**src/rtl/mc_ctrl_fsm.sv**
```systemverilog
// Multicycle MIPS control unit: Moore FSM that sequences a shared-memory, shared-ALU datapath
// through fetch/decode/execute/writeback and counts retired instructions.
module mc_ctrl_fsm #(
    parameter int CNT_W = 32
) (
    input  logic             clk,
    input  logic             reset,
    input  logic [5:0]       op,
    input  logic [5:0]       funct,
    input  logic             zero,
    output logic             pcen,
    output logic             irwrite,
    output logic             regwrite,
    output logic             memwrite,
    output logic             iord,
    output logic             memtoreg,
    output logic             regdst,
    output logic             alusrca,
    output logic [1:0]       alusrcb,
    output logic [1:0]       immsrc,
    output logic [1:0]       pcsrc,
    output logic [2:0]       alucontrol,
    output logic             illegal,
    output logic             retire,
    output logic [CNT_W-1:0] instret
);

    localparam logic [5:0] OP_RTYPE = 6'b000000;
    localparam logic [5:0] OP_LW    = 6'b100011;
    localparam logic [5:0] OP_SW    = 6'b101011;
    localparam logic [5:0] OP_BEQ   = 6'b000100;
    localparam logic [5:0] OP_ADDI  = 6'b001000;
    localparam logic [5:0] OP_J     = 6'b000010;
    localparam logic [5:0] OP_ORI   = 6'b001101;
    localparam logic [5:0] OP_LUI   = 6'b001111;

    localparam logic [2:0] ALU_AND = 3'b000;
    localparam logic [2:0] ALU_OR  = 3'b001;
    localparam logic [2:0] ALU_ADD = 3'b010;
    localparam logic [2:0] ALU_SUB = 3'b110;
    localparam logic [2:0] ALU_SLT = 3'b011;

    typedef enum logic [3:0] {
        FETCH   = 4'd0,
        DECODE  = 4'd1,
        MEMADR  = 4'd2,
        MEMRD   = 4'd3,
        MEMWB   = 4'd4,
        MEMWR   = 4'd5,
        RTYPEEX = 4'd6,
        ALUWB   = 4'd7,
        BEQEX   = 4'd8,
        ADDIEX  = 4'd9,
        IWB     = 4'd10,
        JEX     = 4'd11,
        ORIEX   = 4'd12,
        LUIEX   = 4'd13
    } state_t;

    function automatic logic funct_legal(input logic [5:0] f);
        case (f)
            6'b100000, 6'b100010, 6'b100100, 6'b100101, 6'b101010: funct_legal = 1'b1;
            default:                                                funct_legal = 1'b0;
        endcase
    endfunction

    function automatic logic [2:0] funct_alu(input logic [5:0] f);
        case (f)
            6'b100000: funct_alu = ALU_ADD;
            6'b100010: funct_alu = ALU_SUB;
            6'b100100: funct_alu = ALU_AND;
            6'b100101: funct_alu = ALU_OR;
            6'b101010: funct_alu = ALU_SLT;
            default:   funct_alu = ALU_ADD;
        endcase
    endfunction

    state_t           state_r, state_s;
    logic             pcwrite_s, branch_s, irwrite_s, regwrite_s, memwrite_s;
    logic             iord_s, memtoreg_s, regdst_s, alusrca_s, illegal_s, retire_s;
    logic [1:0]       alusrcb_s, immsrc_s, pcsrc_s;
    logic [2:0]       alucontrol_s;
    logic [CNT_W-1:0] instret_r;

    // State register; asynchronous reset returns straight to FETCH.
    always_ff @(posedge clk or posedge reset) begin
        if (reset) begin
            state_r <= FETCH;
        end else begin
            state_r <= state_s;
        end
    end

    // Next-state and Moore output decode; only RTYPEEX looks at funct for the ALU operation.
    always_comb begin
        state_s      = FETCH;
        pcwrite_s    = 1'b0;
        branch_s     = 1'b0;
        irwrite_s    = 1'b0;
        regwrite_s   = 1'b0;
        memwrite_s   = 1'b0;
        iord_s       = 1'b0;
        memtoreg_s   = 1'b0;
        regdst_s     = 1'b0;
        alusrca_s    = 1'b0;
        alusrcb_s    = 2'b00;
        immsrc_s     = 2'b00;
        pcsrc_s      = 2'b00;
        alucontrol_s = ALU_ADD;
        illegal_s    = 1'b0;
        retire_s     = 1'b0;
        case (state_r)
            FETCH: begin
                irwrite_s = 1'b1;
                pcwrite_s = 1'b1;
                alusrcb_s = 2'b01;
                state_s   = DECODE;
            end
            DECODE: begin
                alusrcb_s = 2'b11;
                case (op)
                    OP_LW, OP_SW: state_s = MEMADR;
                    OP_RTYPE: begin
                        if (funct_legal(funct)) begin
                            state_s = RTYPEEX;
                        end else begin
                            illegal_s = 1'b1;
                            state_s   = FETCH;
                        end
                    end
                    OP_BEQ:  state_s = BEQEX;
                    OP_ADDI: state_s = ADDIEX;
                    OP_J:    state_s = JEX;
                    OP_ORI:  state_s = ORIEX;
                    OP_LUI:  state_s = LUIEX;
                    default: begin
                        illegal_s = 1'b1;
                        state_s   = FETCH;
                    end
                endcase
            end
            MEMADR: begin
                alusrca_s = 1'b1;
                alusrcb_s = 2'b10;
                if (op == OP_LW) begin
                    state_s = MEMRD;
                end else if (op == OP_SW) begin
                    state_s = MEMWR;
                end else begin
                    state_s = FETCH;
                end
            end
            MEMRD: begin
                iord_s  = 1'b1;
                state_s = MEMWB;
            end
            MEMWB: begin
                memtoreg_s = 1'b1;
                regwrite_s = 1'b1;
                retire_s   = 1'b1;
            end
            MEMWR: begin
                iord_s     = 1'b1;
                memwrite_s = 1'b1;
                retire_s   = 1'b1;
            end
            RTYPEEX: begin
                alusrca_s    = 1'b1;
                alucontrol_s = funct_alu(funct);
                state_s      = ALUWB;
            end
            ALUWB: begin
                regdst_s   = 1'b1;
                regwrite_s = 1'b1;
                retire_s   = 1'b1;
            end
            BEQEX: begin
                alusrca_s    = 1'b1;
                alucontrol_s = ALU_SUB;
                pcsrc_s      = 2'b01;
                branch_s     = 1'b1;
                retire_s     = 1'b1;
            end
            ADDIEX: begin
                alusrca_s = 1'b1;
                alusrcb_s = 2'b10;
                state_s   = IWB;
            end
            ORIEX: begin
                alusrca_s    = 1'b1;
                alusrcb_s    = 2'b10;
                immsrc_s     = 2'b01;
                alucontrol_s = ALU_OR;
                state_s      = IWB;
            end
            LUIEX: begin
                // rs is $0, so OR with the shifted immediate yields imm<<16.
                alusrca_s    = 1'b1;
                alusrcb_s    = 2'b10;
                immsrc_s     = 2'b10;
                alucontrol_s = ALU_OR;
                state_s      = IWB;
            end
            IWB: begin
                regwrite_s = 1'b1;
                retire_s   = 1'b1;
            end
            JEX: begin
                pcsrc_s   = 2'b10;
                pcwrite_s = 1'b1;
                retire_s  = 1'b1;
            end
            default: begin
                state_s = FETCH;
            end
        endcase
    end

    // Retired-instruction counter, wraps naturally at all-ones.
    always_ff @(posedge clk or posedge reset) begin
        if (reset) begin
            instret_r <= '0;
        end else if (retire_s) begin
            instret_r <= instret_r + {{(CNT_W-1){1'b0}}, 1'b1};
        end else begin
            instret_r <= instret_r;
        end
    end

    // State-changing strobes are masked while reset is high so FETCH cannot write during reset.
    assign pcen       = (pcwrite_s | (branch_s & zero)) & ~reset;
    assign irwrite    = irwrite_s & ~reset;
    assign regwrite   = regwrite_s & ~reset;
    assign memwrite   = memwrite_s & ~reset;
    assign illegal    = illegal_s & ~reset;
    assign retire     = retire_s & ~reset;
    assign iord       = iord_s;
    assign memtoreg   = memtoreg_s;
    assign regdst     = regdst_s;
    assign alusrca    = alusrca_s;
    assign alusrcb    = alusrcb_s;
    assign immsrc     = immsrc_s;
    assign pcsrc      = pcsrc_s;
    assign alucontrol = alucontrol_s;
    assign instret    = instret_r;

endmodule

```
**config.mk**
```make
export PLATFORM = sky130hd
export DESIGN_NAME = mc_ctrl_fsm
export DESIGN_NICKNAME = d
export VERILOG_FILES = /design/src/rtl/mc_ctrl_fsm.sv
export SDC_FILE = /design/constraint.sdc
export NUM_CORES = 1
export LEC_CHECK = 0
export CAP_MARGIN = 20
export CORE_MARGIN = 4
export CORE_UTILIZATION = 46
export CTS_CLUSTER_SIZE = 30
export DETAILED_ROUTE_END_ITERATION = 7
export PLACE_DENSITY = 0.81
export SLEW_MARGIN = 20
export SYNTH_ARGS = -nofsm -noshare
export SYNTH_HDL_FRONTEND = slang
export SYNTH_SLANG_ARGS = --single-unit
```
**constraint.sdc**
```tcl
create_clock -name clk -period 3.98 [get_ports clk]
set_input_delay 0.796 -clock clk [delete_from_list [all_inputs] [get_ports clk]]
set_output_delay 0.796 -clock clk [all_outputs]
set_load 0.005 [all_outputs]
```
==> results.toml <==
[global_routing]
busiest_layer = "met2"
antenna_found_initial = 0
gr-usage-all-layers_pct = 18.4
grt_use_met3_pct = 5.04
gr-total-overflow = 0
grt_pass1_vias = 1854
grt_max_degree = 37
gr-usage-met1_pct = 22.7
use_met2_pct = 31.2
grt_pass1_wl_um = 8820

[cells_and_area]
drive_gt1_share_pct = 5.98
final_nets = 316
diodes = 0
final_cell_mix = "65 x clkdlybuf4s50_1, 36 x dfrtp_1, 22 x nand2_1, 22 x nor2_1"
synthToLayoutAreaGrowth_pct = 36.3
final_common_cell = "clkdlybuf4s50_1"

[power_and_ir_drop]
power_density_nw_per_um2 = 376
p_leak_nw = 1.26
total_power_mw = 1.12
peakVddDrop_uv = 243

[timing]
post-route-period-util_pct = 89.5
setup_viol = 0
slew_violations = 0
hold_viol_final = 0
fin_tns_setup_ns = 0
fin_skew_ns = 0.00388
fin_crit_ns = 3.56
worst_pin_slew_ns = 0.663
rsz0062_at_grt = "no"
max_freq_mhz = 281
relSlewSlack_pct = 55.8

[synthesis]
syn_nets = 252
synth_warnings = 0
synthAdderAreaFrac_pct = 1.03
synthSimpleGateAreaFrac_pct = 28.6
syn_inst = 236
avgSynthCellArea_sq_um = 9.24
synth_xor_area_share_pct = 13.7
synth_compound_area_share_pct = 11.1
ys.flop_type = "dfrtp_1"
syn_area_sq_um = 2180
ys_seq_area_share_pct = 41.3
ys_ff_latch = 36
synth_cell_type_count = 52
synth_top_family_by_area = "simple AND/OR/NAND/NOR gates"
synth_edf_count = 0
async_flop_share_pct = 100
synth.area.mux_share_pct = 0.918

[hold_path]
min_from = "instret[31]"
whs_endpoint = "instret[31]"
hold_depth = 1
worstHoldPathType = "register to register"

[placement]
hpwl_um = 3920
portBuffers = 65
gp_congestion = 0.861

[drt]
via_count = 1938
ant_nets = 0
initialDrtViolationCount = 75
drcViolationCount = 0
vias_per_cell = 5.49
routed_wl_um = 5210
wl_per_cell_um = 14.8
drt-pass1-iter-count = 4

[cts]
cts_tree = "yes"
h-tree-depth = 2
clkSlewWorstSetupHoldPaths_ns = 0.07
ctsHoldBuffers = 0
clock-sinks = 36
numCtsBuffers = 5
cts-resized-gates = 0
post-cts-setup-buffers = 0
insertion_delay_ns = 0.28
clockBufferDepth = 2
cts-root-buf = "clkbuf_8"

[run_status]
run_status = "completed"

[setup_path]
cp_cell_sequence = "clkdlybuf4s50_1 -> nor4_2 -> nand2_1 -> o221ai_1 -> nor2_1 -> nor4_1 -> clkdlybuf4s50_1"
crit_type = "primary input to primary output"
r2r_slack_ns = 1.86
crit_fanout = 9
startpoint_type = "primary input"
rr_worst_depth = 5
slowest_stage = "clkdlybuf4s50_1"
reg2reg_from = "state_r[1]"
rr_endpoint = "instret[26]"
crit_path_frequent_cell = "clkdlybuf4s50_1"
slowest_delay_ns = 0.57
arrival_ns = 2.77
cp-end-kind = "primary output"
required_ns = 3.18

[floorplanning]
ios = 66
core_area_sq_um = 4470
die-width_um = 76.9
initial_core_util_pct = 48.7
die_h_um = 76.9
rows = 24
die_area_sq_um = 5910

[run]
maxCapViolations = 0
worst max path at each step:
stage	slack, ns	from	cells past startpoint	to
after global placement	0.43	op[3]	7	illegal
final	0.42	op[3]	7	illegal
after CTS	0.40	op[3]	7	illegal
after global routing	0.23	op[3]	7	illegal
after detailed placement	0.40	op[3]	7	illegal
after floorplan	1.49	op[3]	6	illegal
Yosys cell counts, types with 2 or more instances:
| cell | n | area, sq um |
|---|---|---|
| nand3_1 | 10 | 50.1 |
| o21ai_1 | 4 | 20.0 |
| nand2b_1 | 6 | 37.5 |
| o21ai_0 | 3 | 15.0 |
| nor2_1 | 22 | 82.6 |
| mux2i_1 | 2 | 20.0 |
| clkbuf_1 | 5 | 18.8 |
| nor3b_1 | 2 | 15.0 |
| xor2_1 | 15 | 131 |
| or2_1 | 3 | 18.8 |
| and3_1 | 7 | 43.8 |
| nor2b_1 | 3 | 18.8 |
| a21oi_1 | 7 | 35.0 |
| nand2_1 | 22 | 82.6 |
| inv_1 | 7 | 26.3 |
| and4_1 | 3 | 26.3 |
| xnor2_1 | 19 | 166 |
| nand4_1 | 5 | 31.3 |
| nor3_1 | 19 | 95.1 |
| dfrtp_1 | 36 | 901 |
| a31oi_1 | 2 | 12.5 |
| nor4_1 | 4 | 25.0 |
metrics by stage:
stage	instance area, sq um	setup WS [ns]	utilization, %	cells	hold WS [ns]
finish	2970	0.418	66.4	353	0.485
global route	2970	0.231	66.4	353	0.515
CTS	2970	0.405	66.4	353	0.482
detailed placement	2860	0.405	63.9	345	0.458
global placement	2860	0.434	63.9	345	0.467
floorplan	2180	1.49	-	236	0.465
power by group:
| group | switching (mW) | internal, mW |
|---|---|---|
| clock network | 0.133 | 0.185 |
| logic | 0.143 | 0.187 |
| registers | 0.0763 | 0.393 |
| total | 0.352 | 0.766 |
routing by layer:
layer / vias up / routed length (um)
met4: 0 / 81
met3: 8 / 204
met2: 43 / 2650
li1: 947 / -
met1: 940 / 2270
met5: - / 0
logic make-up after synthesis:
logic type | count (synthesis)
compound gates | 30
xor+xnor | 34
fa+ha+maj | 2
buf+inv | 17
flops | 36
mux | 2
simple gates | 115
worst max-delay path, delay by kind of cell:
| family | cells | cell delay [ns] |
|---|---|---|
| simple gates | 4 | 0.68 |
| compound gates | 1 | 0.17 |
| buf+inv | 2 | 1.12 |
cell type report:
type	instances	area [sq um]
multi-input cells	183	1210
repair buffers	66	658
inverters	8	30.0
clock buffers	5	68.8
fillers	397	1500
well taps	52	65.1
clock inverters	3	42.5
flip-flops and latches	36	901
flip-flops by register name, indices dropped and copies added (netlist names):
name	cells
state_r	4
instret	32
No activity file was read; power rests on OpenSTA's default activity.
